$ cat src/rtl/vga_timing_gen.sv
// -----------------------------------------------------------------------------
// vga_timing_gen
//   Raster timing source for the VGA overlay path. Walks a pixel counter (x)
//   and a line counter (y) across the full raster, including blanking, and
//   produces registered sync, visible-area and wrap-pulse outputs that line up
//   with the coordinates presented in the same cycle.
//
//   Default geometry: 640x480@60 with negative-polarity syncs.
//
// Ports
//   clk          in   system clock
//   rst_n        in   asynchronous active-low reset
//   ce           in   pixel clock enable; the raster advances only when high
//   x            out  [9:0] horizontal count, 0..H_TOTAL-1
//   y            out  [9:0] vertical count,   0..V_TOTAL-1
//   frame_active out  high when x < H_ACTIVE and y < V_ACTIVE
//   hsync        out  horizontal sync, active low
//   vsync        out  vertical sync, active low (a function of y only)
//   line_start   out  one-clk pulse after every horizontal wrap
//   frame_start  out  one-clk pulse after every frame wrap
//   frame_count  out  [7:0] frame counter, only with VGA_FRAME_COUNT_EN
//
// Build option
//   VGA_FRAME_COUNT_EN : when defined, adds frame_count, which increments
//                        (mod 256) on the edge that raises frame_start.
// -----------------------------------------------------------------------------
module vga_timing_gen #(
  parameter int H_ACTIVE = 640,
  parameter int H_FP     = 16,
  parameter int H_SYNC   = 96,
  parameter int H_BP     = 48,
  parameter int V_ACTIVE = 480,
  parameter int V_FP     = 10,
  parameter int V_SYNC   = 2,
  parameter int V_BP     = 33
) (
  input  logic       clk,
  input  logic       rst_n,
  input  logic       ce,
  output logic [9:0] x,
  output logic [9:0] y,
  output logic       frame_active,
  output logic       hsync,
  output logic       vsync,
  output logic       line_start,
  output logic       frame_start
`ifdef VGA_FRAME_COUNT_EN
  ,
  output logic [7:0] frame_count
`endif
);

  localparam int H_TOTAL = H_ACTIVE + H_FP + H_SYNC + H_BP;
  localparam int V_TOTAL = V_ACTIVE + V_FP + V_SYNC + V_BP;

  // Counters are 10 bits wide, so neither total may exceed 1024.
  if (H_TOTAL > 1024 || V_TOTAL > 1024) begin : g_bad_totals
    $error("vga_timing_gen: H_TOTAL (%0d) and V_TOTAL (%0d) must be <= 1024",
           H_TOTAL, V_TOTAL);
  end

  localparam logic [9:0] H_LAST = 10'(H_TOTAL - 1);
  localparam logic [9:0] V_LAST = 10'(V_TOTAL - 1);

  // Thresholds are 11 bits: a sync end may sit exactly at 1024.
  localparam logic [10:0] H_ACT_END  = 11'(H_ACTIVE);
  localparam logic [10:0] H_SYNC_BEG = 11'(H_ACTIVE + H_FP);
  localparam logic [10:0] H_SYNC_END = 11'(H_ACTIVE + H_FP + H_SYNC);
  localparam logic [10:0] V_ACT_END  = 11'(V_ACTIVE);
  localparam logic [10:0] V_SYNC_BEG = 11'(V_ACTIVE + V_FP);
  localparam logic [10:0] V_SYNC_END = 11'(V_ACTIVE + V_FP + V_SYNC);

  logic [9:0]  r_x;
  logic [9:0]  r_y;
  logic        r_frame_active;
  logic        r_hsync;
  logic        r_vsync;
  logic        r_line_start;
  logic        r_frame_start;

  logic        w_x_last;
  logic        w_y_last;
  logic [9:0]  w_x_nxt;
  logic [9:0]  w_y_nxt;
  logic [10:0] w_x_nxt_ext;
  logic [10:0] w_y_nxt_ext;
  logic        w_active_nxt;
  logic        w_hsync_nxt;
  logic        w_vsync_nxt;

  // Next-coordinate logic. Sync and active flags are decoded from the next
  // coordinates so that, once registered, they match the registered x/y.
  always_comb begin
    w_x_last = (r_x == H_LAST);
    w_y_last = (r_y == V_LAST);

    w_x_nxt = w_x_last ? '0 : r_x + 10'd1;
    w_y_nxt = r_y;
    if (w_x_last) begin
      w_y_nxt = w_y_last ? '0 : r_y + 10'd1;
    end

    w_x_nxt_ext  = {1'b0, w_x_nxt};
    w_y_nxt_ext  = {1'b0, w_y_nxt};
    w_active_nxt = (w_x_nxt_ext < H_ACT_END) && (w_y_nxt_ext < V_ACT_END);
    w_hsync_nxt  = !((w_x_nxt_ext >= H_SYNC_BEG) && (w_x_nxt_ext < H_SYNC_END));
    w_vsync_nxt  = !((w_y_nxt_ext >= V_SYNC_BEG) && (w_y_nxt_ext < V_SYNC_END));
  end

`ifdef VGA_FRAME_COUNT_EN
  logic [7:0] r_frame_count;
`endif

  always_ff @(posedge clk or negedge rst_n) begin
    if (!rst_n) begin
      r_x            <= '0;
      r_y            <= '0;
      r_frame_active <= 1'b1;
      r_hsync        <= 1'b1;
      r_vsync        <= 1'b1;
      r_line_start   <= 1'b0;
      r_frame_start  <= 1'b0;
`ifdef VGA_FRAME_COUNT_EN
      r_frame_count  <= '0;
`endif
    end else if (ce) begin
      r_x            <= w_x_nxt;
      r_y            <= w_y_nxt;
      r_frame_active <= w_active_nxt;
      r_hsync        <= w_hsync_nxt;
      r_vsync        <= w_vsync_nxt;
      r_line_start   <= w_x_last;
      r_frame_start  <= w_x_last && w_y_last;
`ifdef VGA_FRAME_COUNT_EN
      if (w_x_last && w_y_last) begin
        r_frame_count <= r_frame_count + 8'd1;
      end
`else
      // No frame counter in this build.
`endif
    end else begin
      // Raster holds while ce is low, but the pulses must stay one clk wide.
      r_line_start  <= 1'b0;
      r_frame_start <= 1'b0;
    end
  end

  assign x            = r_x;
  assign y            = r_y;
  assign frame_active = r_frame_active;
  assign hsync        = r_hsync;
  assign vsync        = r_vsync;
  assign line_start   = r_line_start;
  assign frame_start  = r_frame_start;
`ifdef VGA_FRAME_COUNT_EN
  assign frame_count  = r_frame_count;
`endif

endmodule
$ cat config.mk
export PLATFORM = sky130hd
export DESIGN_NAME = vga_timing_gen
export DESIGN_NICKNAME = d
export VERILOG_FILES = /design/src/rtl/vga_timing_gen.sv
export SDC_FILE = /design/constraint.sdc
export NUM_CORES = 1
export LEC_CHECK = 0
export CAP_MARGIN = 25
export CELL_PAD_IN_SITES_DETAIL_PLACEMENT = 1
export CELL_PAD_IN_SITES_GLOBAL_PLACEMENT = 2
export CORE_UTILIZATION = 31
export CTS_CLUSTER_DIAMETER = 120
export CTS_CLUSTER_SIZE = 25
export DETAILED_ROUTE_END_ITERATION = 12
export GPL_ROUTABILITY_DRIVEN = 0
export HOLD_SLACK_MARGIN = 0.05
export MAX_ROUTING_LAYER = met4
export PLACE_DENSITY_LB_ADDON = 0.1
export REMOVE_ABC_BUFFERS = 1
export SLEW_MARGIN = 20
export SYNTH_ARGS = -nofsm -noshare
export SYNTH_HDL_FRONTEND = slang
export SYNTH_SLANG_ARGS = --single-unit
$ cat constraint.sdc
create_clock -name clk -period 2.8 [get_ports clk]
set_input_delay 0.42 -clock clk [delete_from_list [all_inputs] [get_ports clk]]
set_output_delay 0.42 -clock clk [all_outputs]
set_load 0.1 [all_outputs]
# After elaboration in Yosys (flattened, before gate mapping)
# Index checks and enable logic that the tools add are counted.
word_totals:
  reg_bits: 25
  input_bits: 3
  output_inout_bits: 25
  word_cells: 28
op_classes:
  addsub: 2
  order_cmp: 6
  eq_ne: 2
  n_mux: 5
  reduce_logical: 6
ops:
  columns: ["op", "n"]
  rows:
  - ["10-bit 2-to-1 mux", 3]
  - ["10-bit by 1-bit adder with 10-bit output, second input constant", 2]
  - ["10-bit == test, second input constant", 2]
  - ["10-bit less-than comparator, second input constant", 2]
  - ["10-bit by 9-bit less-than comparator with 1-bit output, second input constant", 2]
  - ["10-bit greater-or-equal comparator, second input constant", 1]
  - ["10-bit by 9-bit greater-or-equal comparator with 1-bit output, second input constant", 1]
  - ["1-bit logical AND", 4]
  - ["1-bit logical NOT", 2]
  - ["1-bit 2-to-1 mux", 2]

# Depth between registers and ports, before layout
# Gate-level depths: netlist of the first run.
logic_depth:
  depth_word: 6
  ltp_mapped: 7
  mapped_depth_nobuf: 7

# Worst setup path before layout of the first run
# Ideal clock, no wire load.
synth_path:
  path_kind: "register to register"
  start: "register r_x[0], in the netlist x[0]"
  end: "register r_frame_active, in the netlist frame_active"
  setup_time_ps: 89
  arrival_ps: 2911
  required_time_ps: 2711
  setup_slack_ps: -201
  path_stages_with_launch: 8
  path_buffers: 1
  synth_period_minus_slack_ps: 3001
  cell_sequence: "dfrtp_1 ha_1 nand4_2 or4_1 clkbuf_1 o311a_1 a2bb2oi_1 o32ai_2"
synth_via:
  elab_chain_cells: 4
  elab_cells_between_ends: 7
  cone_classes: "add/sub: 1; order compare: 2; eq/ne: 1; mux: 2; reduce/logical: 1"
synth_rtl:
  columns: ["element", "line", "text"]
  rows:
  - ["start: declaration", "73", "logic [9:0] r_x;"]
  - ["start signal: assignment", "127", "r_x <= w_x_nxt;"]
  - ["10-bit by 1-bit adder with 10-bit output / 10-bit == test (equally long branches)", "97, 94", null]
  - ["10-bit 2-to-1 mux, on equally long branches", "97, 99", null]
  - ["10-bit less-than comparator / 10-bit by 9-bit less-than comparator with 1-bit output (equally long branches)", "105", "w_active_nxt = (w_x_nxt_ext < H_ACT_END) && (w_y_nxt_ext < V_ACT_END);"]
  - ["1-bit logical AND (*)", "105", null]
  - ["end signal: assignment", "129", "r_frame_active <= w_active_nxt;"]
  - ["end: declaration", "75", "logic r_frame_active;"]
# Every way passes the cells marked *; elsewhere a longest branch is shown, timed or not.
# A chain may end at the register's enable or synchronous reset.

# Final worst setup path of the first run
# Same ends and word-level chain as after synthesis.

==> results.md, run 1 <==
* Outcome: completed
* Max Slew Vio Count at 0
* Final worst path period share at 0.896
* Cells after Synth at 171
* Clock skew at about 0.0037 ns
* Clock slew at reported path FFs at 0.09 ns
* Largest net degree at the start of global routing at 15
* Peak VDD IR at 0.408 mV
* Syn Area/Cell at 8.99 um^2
* Critical Path RT at 2.99 ns
* Layout net count at 200
* Setup violators final at 0
* Initial antenna violation count at 0
* Pwr Total at 0.00129 W
* Cell total after placement at roughly 260
* Hold_buf cts at 0
* Sequential share of the synthesized area at 0.409
* Buf/Inv on CP at 0
* EDFF count, synth at 0
* Antenna Cells at 0
* Chip height at roughly 72 um
* DP Area at 1800 um^2
* CP peak stage delay at 0.62 ns
* PwrDens at 701 nW/um^2
* Residual DRC at 0
* RSZ-0062 raised after global routing: no
* Clk sink count at 25
* Final HPWL DP at 3.40 mm
* H-tree depth at 1
* Bufs on Longest Clock Path at 2
* Worst setup EP type: register
* Yosys Warn Count at 0
* Vias in the first global route at between 1000 and 1500
* Max Cap Violations at 0
* # Post-CTS Setup Buffers at 0
* Fmax at 0.399 GHz
* Vias per inst at approximately 5.4
* Final Cell Area at 1850 um^2
* CP delay by family, top: compound AO/OA/AOI/OAI gates
* Die area at around 5200 um^2
* Crit path time final at 2.51 ns
* Gr usage total at 0.189
* Synth cell types at 43
* Hold Slack at 0.508 ns
* Final ANT Viol Nets at 0
* First-pass GRT wire length at 7.35 mm
* FFs w/ async S/R, synth at 1.00
* Fin. Hold Viols at 0
* IO Port Bufs at 27
* Static leakage at 0.769 nW
* Vias at around 1400
* Critical path, cell by cell: ha_1, nand4_2, or4_1, o311a_1, a2bb2oi_1, o32ai_2
* Starting Density at 0.323
* Syn Std Cell Area at roughly 1500 um^2
* Remaining Overflow, GRT at 0
* Max FO, Critical Path at 8
* CP startpoint kind: register
* Core Area at ~4800 um^2
* Area Growth Syn to Fin at 20.2%
* Least-Margin Pin Slew at around 0.57 ns
* CTS tree: built
* Hold Crit Class: in2async
* Critical-path top delay cell: or4_1
* TritonCTS Buffers at 3
* Post-Route WL at 4.44 mm
* #FFs+latches synth at 25
* CTS resizes at 0
* Setup Crit Path Kind: reg2reg
* CP Data Arrival Time at 2.69 ns
* Worst-skew pair later-pin latency at 0.27 ns
* Synth Flop Type: dfrtp_1
* Root buf cell: clkbuf_8
* Avg WL per Cell at around 17 um
* Cell Count, Final, Fillers Out at 260
* Drt pass-1 iters at 4
* Share of post-route cells with drive strength above 1 at 0.202
* Io pins at 28
* Starting DRC count in detailed routing at 80
* Max_slew headroom at 0.616
* Row count at 25
* Die Width at between 70 and 80 um
==> cells by family (layout without fill, tap and decap cells) <==
logic type,after synthesis,in the layout,share of synthesized area
compound gates,42,42,0.182
xor+xnor,9,9,0.0513
fa+ha+maj,3,3,0.0244
buf+inv,22,44,0.0561
flops,25,25,0.409
mux,6,6,0.0407
simple gates,64,64,0.236
==> synth_stat cells, types with 2 or more instances <==
| master | count | share of area |
|---|---|---|
| nor3_1 | 6 | 0.020 |
| dfrtp_1 | 22 | 0.36 |
| nand4_1 | 9 | 0.037 |
| o211ai_1 | 2 | 0.0098 |
| o31ai_1 | 4 | 0.020 |
| nand2_1 | 14 | 0.034 |
| buf_2 | 3 | 0.0098 |
| nand3_1 | 9 | 0.029 |
| o21ai_0 | 14 | 0.046 |
| mux2i_1 | 4 | 0.026 |
| o311ai_0 | 2 | 0.011 |
| ha_1 | 3 | 0.024 |
| dfstp_2 | 3 | 0.051 |
| xnor2_1 | 5 | 0.028 |
| clkbuf_1 | 9 | 0.022 |
| and4_1 | 3 | 0.017 |
| nor2_1 | 6 | 0.015 |
| a21oi_1 | 8 | 0.026 |
| nand3b_1 | 3 | 0.015 |
| nor4_1 | 3 | 0.012 |
| xor2_1 | 4 | 0.023 |
| or4_1 | 3 | 0.015 |
| mux2_2 | 2 | 0.015 |
| o311a_1 | 2 | 0.013 |
| inv_1 | 10 | 0.024 |
==> sequential cells by signal, indices dropped and copies added (netlist names) <==
name / flops
frame_active: 1
vsync: 1
hsync: 1
y: 10
line_start: 1
frame_start: 1
x: 10
==> stage by stage <==
stage	utilization	setup TNS [ns]	setup WS, ns
final	0.389	0	0.292
after global placement	0.379	0	0.410
after floorplan	-	-9.75	-0.841
after global routing	0.389	0	0.0700
after detailed placement	0.379	0	0.299
after CTS	0.389	0	0.259
==> metal layers <==
layer	wire [um]	part of all wire	vias to the layer above	global-route usage
met5	0	0	-	-
met1	1910	0.43	705	0.216
met2	2410	0.54	18	0.340
met4	23	0.0052	0	0.0675
li1	-	-	683	-
met3	99	0.022	2	0.0222
==> placed cells by master (no fill, tap or decap), drive strengths merged, types with 6 or more instances in the layout <==
| cell | instances |
|---|---|
| nand2 | 14 |
| nor2 | 6 |
| nand4 | 10 |
| nor3 | 6 |
| inv | 10 |
| o21ai | 14 |
| nand3 | 9 |
| dfrtp | 22 |
| a21oi | 8 |
| buf | 28 |
==> path summary, 6_finish.rpt <==
path	from	to	slack, ns	cells after the start
setup / recovery	x[0]	frame_active	0.29	6
hold / removal	rst_n	x[2]	0.51	1
setup reg to reg	x[0]	frame_active	0.29	6
hold reg to reg	frame_active	frame_active	0.51	2
max in group asynchronous	rst_n	vsync	1.60	2
min in group clk	frame_active	frame_active	0.51	2
==> power breakdown <==
part / total [W] / switching, W / internal, W
clock: 0.000222 / 0.000120 / 0.000102
combinational: 0.000563 / 0.000434 / 0.000129
sequential: 0.000510 / 0.000103 / 0.000407
==> area by class of cell <==
type                            instances  area (um^2)
Tap cell                               67         83.8
Sequential cell                        25          629
Clock buffer                            4         45.0
Multi-Input combinational cell        124          822
Inverter                               10         37.5
Fill cell                             577         2910
Timing Repair Buffer                   30          230
Power figures use the tool's default switching activity.
==> run 2: changes to the inputs <==
- CORE_ASPECT_RATIO: not set -> 0.7
==> run 2 against run 1 <==
  * Final cell count rose by 0.77%
  * Combinational power barely moved
  * Total power barely moved
  * Clock-buffer cell count fell by 1
  * Critical path depth did not move
  * Die area barely moved
  * Flip-flop and latch count did not move
  * Sequential share of layout area fell by 0.069 points
  * Register-to-register slack got worse by 0.05 ns
  * Utilization fell by 0.15 points
  * Wire length fell by 2.2%
  * Final area rose by 0.20%
  * Critical endpoint unchanged
  * Highest routed layer unchanged
==> results.md, run 2 (synthesis results as in run 1) <==
* Final worst path period share at 0.913 (was 0.896)
* Critical path, cell by cell: ha_1, nand4_2, or4_1, o311a_1, a2bb2oi_1, o32ai_2 (unchanged)
* Antenna Cells at 0 (unchanged)
* Layout net count at 200 (unchanged)
* Root buf cell: clkbuf_8 (unchanged)
* Io pins at 28 (unchanged)
* CP peak stage delay at 0.64 ns (was 0.62 ns)
* CTS tree: built (unchanged)
* Remaining Overflow, GRT at 0 (unchanged)
* Number of filler cells placed in the layout at 585 (was 577)
* Setup ws final at 0.244 ns (was 0.292 ns)
* Worst-skew pair later-pin latency at 0.27 ns (about the same)
* Final HPWL DP at 3.22 mm (was 3.40 mm)
* Final Cell Area at 1850 um^2 (about the same)
* CP Data Arrival Time at 2.74 ns (was 2.69 ns)
* Worst reg2reg setup slack at 0.24 ns (was 0.29 ns)
* Critical-path top delay cell: or4_1 (unchanged)
* CTS resizes at 0 (unchanged)
* Hold_buf cts at 0 (unchanged)
* Largest net degree at the start of global routing at 26 (was 15)
* Hold Path Stages at 2
* Area taken by multi-input logic gates at 822 um^2 (unchanged)
* IO Port Bufs at 27 (unchanged)
* Clock skew at 0.00465 ns (was 0.00371 ns)
* Bufs on Longest Clock Path at 2 (unchanged)
* Commonest cells after routing, fill and taps aside: buf_4, dfrtp_1, nand2_1, o21ai_0, inv_1 (unchanged)
* # Post-CTS Setup Buffers at 0 (unchanged)
* DP Area at 1810 um^2 (was 1800 um^2)
* Static leakage at 0.772 nW (was 0.769 nW)
* Starting Density at 0.322 (was 0.323)
* First-pass GRT wire length at 6.93 mm (was 7.35 mm)
* Share of post-route cells with drive strength above 1 at 0.207 (was 0.202)
* Area Growth Syn to Fin at 20.4% (was 20.2%)
* Vias in the first global route at 1287 (was 1464)
* H-tree depth at 1 (unchanged)
* Worst setup EP type: register (unchanged)
* Drt pass-1 iters at 4 (unchanged)
* Max FO, Critical Path at 8 (unchanged)
* Clock slew at reported path FFs at 0.09 ns (about the same)
* Fmax at 0.391 GHz (was 0.399 GHz)
* Starting DRC count in detailed routing at 82 (was 80)
* FF-to-FF path depth at 6 (unchanged)
* RR Endpoint: frame_active (unchanged)
* Chip height at 60.9 um (was 72.4 um)
* Avg WL per Cell at 16.6 um (was 17.1 um)
* Max Cap Violations at 0 (unchanged)
* Vias at 1393 (was 1408)
* Final ANT Viol Nets at 0 (unchanged)
* Row count at 21 (was 25)
* Crit path time final at 2.56 ns (was 2.51 ns)
* Setup Crit Path Kind: reg2reg (unchanged)
* Cell total after placement at 258 (was 256)
* Commonest non-fill, non-tap cell in the layout: buf_4 (unchanged)
* Vias per inst at 5.32 (was 5.42)
* CP startpoint kind: register (unchanged)
* Pwr Total at 0.00129 W (about the same)
* Hold wc startpoint: frame_active
* Gr usage total at 0.181 (was 0.189)
* Die Width at 86.2 um (was 72.4 um)
* Max Slew Vio Count at 0 (unchanged)
* Max_slew headroom at 0.745 (was 0.616)
* Core Area at 4780 um^2 (was 4750 um^2)
* Post-Route WL at 4.34 mm (was 4.44 mm)
* Clk sink count at 25 (unchanged)
* Reg2reg start: x[0] (unchanged)
* TritonCTS Buffers at 3 (unchanged)
* PwrDens at 699 nW/um^2 (was 701 nW/um^2)
* Setup violators final at 0 (unchanged)
* Residual DRC at 0 (unchanged)
* Setup WS pre-CTS at 0.269 ns (was 0.299 ns)
* Fin. Hold Viols at 0 (unchanged)
* Cell Count, Final, Fillers Out at 262 (was 260)
* Die area at 5250 um^2 (about the same)
* Peak VDD IR at 0.340 mV (was 0.408 mV)
* Hold Crit Class: reg2reg (was in2async)
* Sequential Area at 629 um^2 (unchanged)
* Initial antenna violation count at 0 (unchanged)
* Hold EP: frame_active
* Layout Utilization at 0.387 (was 0.389)
* Least-Margin Pin Slew at 0.379 ns (was 0.575 ns)
* Outcome: completed (unchanged)
* Critical Path RT at 2.99 ns (about the same)
* RSZ-0062 raised after global routing: no (unchanged)
==> run 2: cell count changes in the layout (fill, tap and decap cells not counted), sizes merged <==
cell	change
clkinv	+1
clkbuf	-1
==> run 2: area by class of cell <==
cell class	count	share of cell area
multi-input combinational	124	0.444
sequential	25	0.340
timing repair buffer	30	0.124
tap	69	0.0466
clock buffer	3	0.0223
inverter	10	0.0203
clock inverter	1	0.00270
==> run 2: metrics by stage <==
stage | hold WS [ns] | setup TNS, ns
finish | 0.516 | 0
CTS | 0.520 | 0
global placement | 0.497 | 0
detailed placement | 0.506 | 0
global route | 0.553 | 0
floorplan | 0.124 | -9.75
==> run 2: worst max-delay path by stage <==
stage,startpoint,to,slack [ns],cells past startpoint
global placement,x[0],frame_active,0.40,6
CTS,x[0],frame_active,0.24,6
detailed placement,x[0],frame_active,0.27,6
global route,x[0],frame_active,0.09,6
floorplan,x[0],y[4],-0.84,6
finish,x[0],frame_active,0.24,6
==> run 2: where the power goes <==
part | internal [W] | leakage [nW] | total, W | switching [W]
registers | 0.000407 | 0.305 | 0.000510 | 0.000103
clock network | 0.0000996 | 0.0255 | 0.000220 | 0.000120
logic | 0.000129 | 0.441 | 0.000564 | 0.000435
total | 0.000636 | 0.772 | 0.00129 | 0.000657
==> run 2: worst max-delay path, delay by kind of cell (launching register included) <==
family | cells | cell delay, ns
AO/OA/AOI/OAI | 3 | 0.82
adder cells (fa/ha/maj) | 1 | 0.33
flip-flops | 1 | 0.50
AND/OR/NAND/NOR | 2 | 0.83
==> run 2: routing by layer <==
| layer | GRT usage | routed length (um) | share of wire |
|---|---|---|---|
| met5 | - | 0 | 0 |
| met4 | 0.0286 | 20 | 0.0046 |
| met3 | 0.0367 | 160 | 0.037 |
| met2 | 0.246 | 1760 | 0.41 |
| met1 | 0.275 | 2400 | 0.55 |
==> run 3: changes to the inputs <==
- CAP_MARGIN: 25 -> 10
- CORE_ASPECT_RATIO: 0.7 -> 0.75
==> run 3 against run 2 <==
  * Largest cell class unchanged
  * Hold slack got worse by 0.0090 ns
  * Maximum frequency grew 0.95%
  * Final area shrank 0.47%
==> results.md, run 3 (synthesis results as in run 1) <==
* Outcome: completed (unchanged)
* CTS tree: built (unchanged)
* Share of post-route cells with drive strength above 1 at 0.206 (was 0.207)
* Die area at 5250 um^2 (about the same)
* Setup Crit Path Kind: reg2reg (unchanged)
* Vias per inst at 5.72 (was 5.32)
* Core Area at 4600 um^2 (was 4780 um^2)
* Die Width at 83.3 um (was 86.2 um)
* Fmax at 0.395 GHz (was 0.391 GHz)
* Static leakage at 0.774 nW (was 0.772 nW)
* RR Endpoint: frame_active (unchanged)
* Hold_buf cts at 0 (unchanged)
* Starting DRC count in detailed routing at 110 (was 82)
* Final ANT Viol Nets at 0 (unchanged)
* Commonest cells after routing, fill and taps aside: buf_4, dfrtp_1, nand2_1, o21ai_0, inv_1 (unchanged)
* Reg2reg start: x[0] (unchanged)
* Antenna Cells at 0 (unchanged)
* Crit path to: frame_active (unchanged)
* Pwr Total at 0.00129 W (about the same)
* Cell total after placement at 247 (was 258)
* Max Cap Violations at 0 (unchanged)
* Gr usage total at 0.190 (was 0.181)
* Vias at 1436 (was 1393)
* Io pins at 28 (unchanged)
* FF-to-FF path depth at 6 (unchanged)
* Hold Path Stages at 2 (unchanged)
* Layout net count at 201 (was 200)
* Max_slew headroom at 0.649 (was 0.745)
* Peak VDD IR at 0.455 mV (was 0.340 mV)
* # Post-CTS Setup Buffers at 0 (unchanged)
* Worst reg2reg setup slack at 0.27 ns (was 0.24 ns)
* Fin. Hold Viols at 0 (unchanged)
* IO Port Bufs at 27 (unchanged)
* Starting Density at 0.334 (was 0.322)
* Final HPWL DP at 3.33 mm (was 3.22 mm)
* PwrDens at 701 nW/um^2 (was 699 nW/um^2)
* Final worst path period share at 0.904 (was 0.913)
* Max Slew Vio Count at 0 (unchanged)
* Commonest non-fill, non-tap cell in the layout: buf_4 (unchanged)
* Worst setup EP type: register (unchanged)
* Worst-skew pair later-pin latency at 0.27 ns (about the same)
* Least-Margin Pin Slew at 0.520 ns (was 0.379 ns)
* Area Growth Syn to Fin at 19.9% (was 20.4%)
* Chip height at 63.0 um (was 60.9 um)
* Remaining Overflow, GRT at 0 (unchanged)
* H-tree depth at 1 (unchanged)
* Root buf cell: clkbuf_8 (unchanged)
* CTS resizes at 0 (unchanged)
* Crit path time final at 2.53 ns (was 2.56 ns)
* Avg WL per Cell at 17.8 um (was 16.6 um)
* Initial antenna violation count at 0 (unchanged)
* Worst setup startpoint: x[0] (unchanged)
* RSZ-0062 raised after global routing: no (unchanged)
* Hold Crit Class: reg2reg (unchanged)
* CP Data Arrival Time at 2.72 ns (was 2.74 ns)
* Residual DRC at 0 (unchanged)
* Clock skew at 0.00326 ns (was 0.00465 ns)
* TritonCTS Buffers at 3 (unchanged)
* CP startpoint kind: register (unchanged)
* Row count at 21 (unchanged)
* Largest net degree at the start of global routing at 26 (unchanged)
* First-pass GRT wire length at 7.73 mm (was 6.93 mm)
* Area taken by multi-input logic gates at 822 um^2 (unchanged)
* Cell Count, Final, Fillers Out at 251 (was 262)
* Clk sink count at 25 (unchanged)
* Sequential Area at 629 um^2 (unchanged)
* Number of filler cells placed in the layout at 545 (was 585)
* Drt pass-1 iters at 4 (unchanged)
* Vias in the first global route at 1497 (was 1287)
* Post-Route WL at 4.48 mm (was 4.34 mm)
* Max FO, Critical Path at 8 (unchanged)
* Setup violators final at 0 (unchanged)
* Clock slew at reported path FFs at 0.09 ns (about the same)
* Critical Path RT at 2.99 ns (about the same)
* Bufs on Longest Clock Path at 2 (unchanged)
==> run 3: cell count changes in the layout (fill, tap and decap cells not counted) <==
cell / change
clkbuf_1: +1
clkinv_2: -1
buf_4: +1
==> run 3: power breakdown <==
group	switching, W	internal [W]
combinational	0.000437	0.000129
sequential	0.000102	0.000407
clock	0.000115	0.000102
==> run 3: cell type report <==
| cell class | count | area share |
|---|---|---|
| clock buffer | 4 | 0.0244 |
| multi-input combinational | 124 | 0.446 |
| timing repair buffer | 31 | 0.129 |
| tap | 57 | 0.0387 |
| sequential | 25 | 0.341 |
| inverter | 10 | 0.0204 |
==> run 3: worst min path at each step <==
stage / from / end
global route: frame_active / frame_active
CTS: frame_active / frame_active
detailed placement: frame_active / frame_active
finish: frame_active / frame_active
global placement: frame_active / frame_active
floorplan: rst_n / frame_start
==> run 3: per-layer routing <==
metal,routed length (um),up-vias,global-route usage
li1,-,681,-
met1,2430,727,0.281
met2,1870,24,0.269
met3,141,4,0.0370
met4,34,0,0.0323
met5,0,-,-
==> run 3: through the flow <==
step,hold WS (ns),TNS (ns),utilization,setup WS [ns],instance area [um^2]
3_3_place_gp,0.493,0,0.391,0.409,1800
2_1_floorplan,0.124,-9.75,-,-0.841,1490
4_1_cts,0.511,0,0.401,0.240,1840
5_1_grt,0.520,0,0.401,0.101,1840
3_5_place_dp,0.496,0,0.391,0.269,1800
6_report,0.507,0,0.401,0.268,1840
==> run 3: worst max-delay path, cell delays in order, from the launching register on <==
cell	delay, ns
dfrtp_1	0.48
ha_1	0.32
nand4_2	0.19
or4_1	0.64
o311a_1	0.40
a2bb2oi_1	0.17
o32ai_2	0.26
==> edit (config.mk and constraints of run 3) <==
Build with the macro `VGA_FRAME_COUNT_EN` defined.
--- a/src/rtl/vga_timing_gen.sv
+++ b/src/rtl/vga_timing_gen.sv
@@ -24,6 +24,8 @@
 //   VGA_FRAME_COUNT_EN : when defined, adds frame_count, which increments
 //                        (mod 256) on the edge that raises frame_start.
 // -----------------------------------------------------------------------------
+`define VGA_FRAME_COUNT_EN
+
 module vga_timing_gen #(
   parameter int H_ACTIVE = 640,
   parameter int H_FP     = 16,
Formal check against the unedited RTL (old outputs only; new: frame_count): equivalent (equiv_simple and equiv_induct, registers matched by name and starting in step).
==> edit against run 3 <==
Clock skew about the same. Worst hold slack got worse by 0.033 ns. Area after synthesis grew 30%. Utilization is 1.1 points higher. Setup slack got worse by 0.040 ns. Sequential cell count increased by 8. Routed wire length is 28% higher. Power up 87%. Cell area grew 34%. Critical path type unchanged. Critical endpoint is now vsync$_DFFE_PN1P_.
==> edit: results (changes against run 3) <==
[metrics] arrival time of the worst setup path: 2.76 ns (was 2.72 ns)
[metrics] synthesis-to-layout area growth: 23.84% (was 19.85%)
[metrics] reg-to-reg setup timing slack: 0.23 ns (was 0.27 ns)
[metrics] vias per std cell: 5.347 (was 5.721)
[metrics] number of fill cells in the layout: 715 (was 545)
[metrics] commonest cells in the synthesized netlist: dfrtp_1 (30), nand2_1 (18), nand3_1 (12) (was dfrtp_1 (22), nand2_1 (14), o21ai_0 (14))
[metrics] post-layout net count: 254 (was 201)
[metrics] endpoint of the most critical register-to-register path: vsync$_DFFE_PN1P_ (was frame_active$_DFFE_PN1P_)
[metrics] hold depth: 1 (was 2)
[metrics] DR WL/cell: 17.65 um (was 17.85 um)
[metrics] Post-Syn Instances: 213 (was 171)
[metrics] run status: complete, no violations (unchanged)
[metrics] largest voltage drop on the vdd net: 0.5042 mV (was 0.4553 mV)
[metrics] Worst Hold Launch: frame_count[7]$_DFFE_PN0P_ (was frame_active$_DFFE_PN1P_)
[metrics] design internal power: 1.198 mW (was 0.6385 mW)
[metrics] cell with the largest stage delay on the worst path: a2111oi_1 (was or4_1)
[metrics] first-pass GRT wire length: 9.425 mm (was 7.728 mm)
[metrics] leakage power: 1.038 nW (was 0.7743 nW)
[metrics] placed wire-length estimate: 4.144 mm (was 3.331 mm)
[metrics] Synth area leaders: dfrtp_1 (38%), xnor2_1 (4.4%), dfstp_2 (3.9%) (was dfrtp_1 (36%), dfstp_2 (5.1%), o21ai_0 (4.6%))
[metrics] Hold Worst Slack: 0.4738 ns (was 0.5069 ns)
[metrics] CP max FO: 7 (was 8)
[metrics] number of gates given a new drive strength after cts: 1 (was 0)
[metrics] Placement Cell Area: 0.002336 mm2 (was 0.001798 mm2)
[metrics] maximum number of pins on one net before global-route repair: 34 (was 26)
[metrics] count of cell types in the netlist: 56 (was 43)
[metrics] Iteration-0 DRC Markers: 86 (was 110)
[metrics] GR Util All Layers: 18.94% (was 19.01%)
[metrics] Clock Power Share: 22.0% (was 16.8%)
[metrics] H-Tree Depth: 2 (was 1)
[metrics] hold endpoint: frame_count[7]$_DFFE_PN0P_ (was frame_active$_DFFE_PN1P_)
[metrics] Worst slew margin: 58.94% (was 64.89%)
[metrics] worst clock skew on the final layout: 0.003421 ns (was 0.003257 ns)
[metrics] part of the total power dissipated in combinational logic: 48.9% (was 43.8%)
[metrics] Power per Cell Area: 977.4 mW/mm2 (was 701.0 mW/mm2)
[metrics] sequential area share after synthesis: 41.49% (was 40.93%)
[metrics] Inserted Clock Buffers: 5 (was 3)
[metrics] number of cells in the design after placement: 318 (was 247)
[metrics] share of cells above drive strength 1: 24.60% (was 20.62%)
## edit: layer usage
layer	vias to the layer above	global-route usage, %	wire length (um)
li1	869	-	-
met1	844	30.15	3259
met2	28	23.98	2276
met3	2	3.928	193
met4	0	3.535	25
met5	-	-	0
## edit: how the worst max path moves through the flow
stage	slack [ns]	start	endpoint	cells after the start
2_1_floorplan	0.11	x[0]$_DFFE_PN0P_	frame_count[5]$_DFFE_PN0P_	6
3_3_place_gp	-0.03	x[0]$_DFFE_PN0P_	vsync$_DFFE_PN1P_	6
3_5_place_dp	0.02	x[0]$_DFFE_PN0P_	vsync$_DFFE_PN1P_	6
4_1_cts	0.16	x[0]$_DFFE_PN0P_	vsync$_DFFE_PN1P_	6
5_1_grt	0.02	x[1]$_DFFE_PN0P_	vsync$_DFFE_PN1P_	6
6_report	0.23	x[0]$_DFFE_PN0P_	vsync$_DFFE_PN1P_	6
## edit: cell families (layout without fill, tap and decap cells)
| group | count (synthesis) | after routing | share of synthesized area (%) |
|---|---|---|---|
| AND/OR/NAND/NOR | 86 | 86 | 25.09 |
| multiplexers | 3 | 3 | 1.627 |
| buffers and inverters | 21 | 56 | 4.818 |
| flip-flops | 33 | 33 | 41.49 |
| AO/OA/AOI/OAI | 53 | 53 | 18.77 |
| XOR/XNOR | 13 | 13 | 5.695 |
| adder cells (fa/ha/maj) | 4 | 4 | 2.503 |
## edit: layout make-up
class / count / area share [%]
multi-input cells: 159 / 43.61
flip-flops and latches: 33 / 33.50
repair buffers: 40 / 12.33
well taps: 78 / 3.941
clock buffers: 5 / 2.779
clock inverters: 3 / 2.628
inverters: 8 / 1.213
## edit: worst max-delay path, delay by kind of cell, from the launching register on
family          cells  cell delay [ns]
compound gates      3             0.96
fa+ha+maj           1             0.30
flops               1             0.44
simple gates        2             0.77
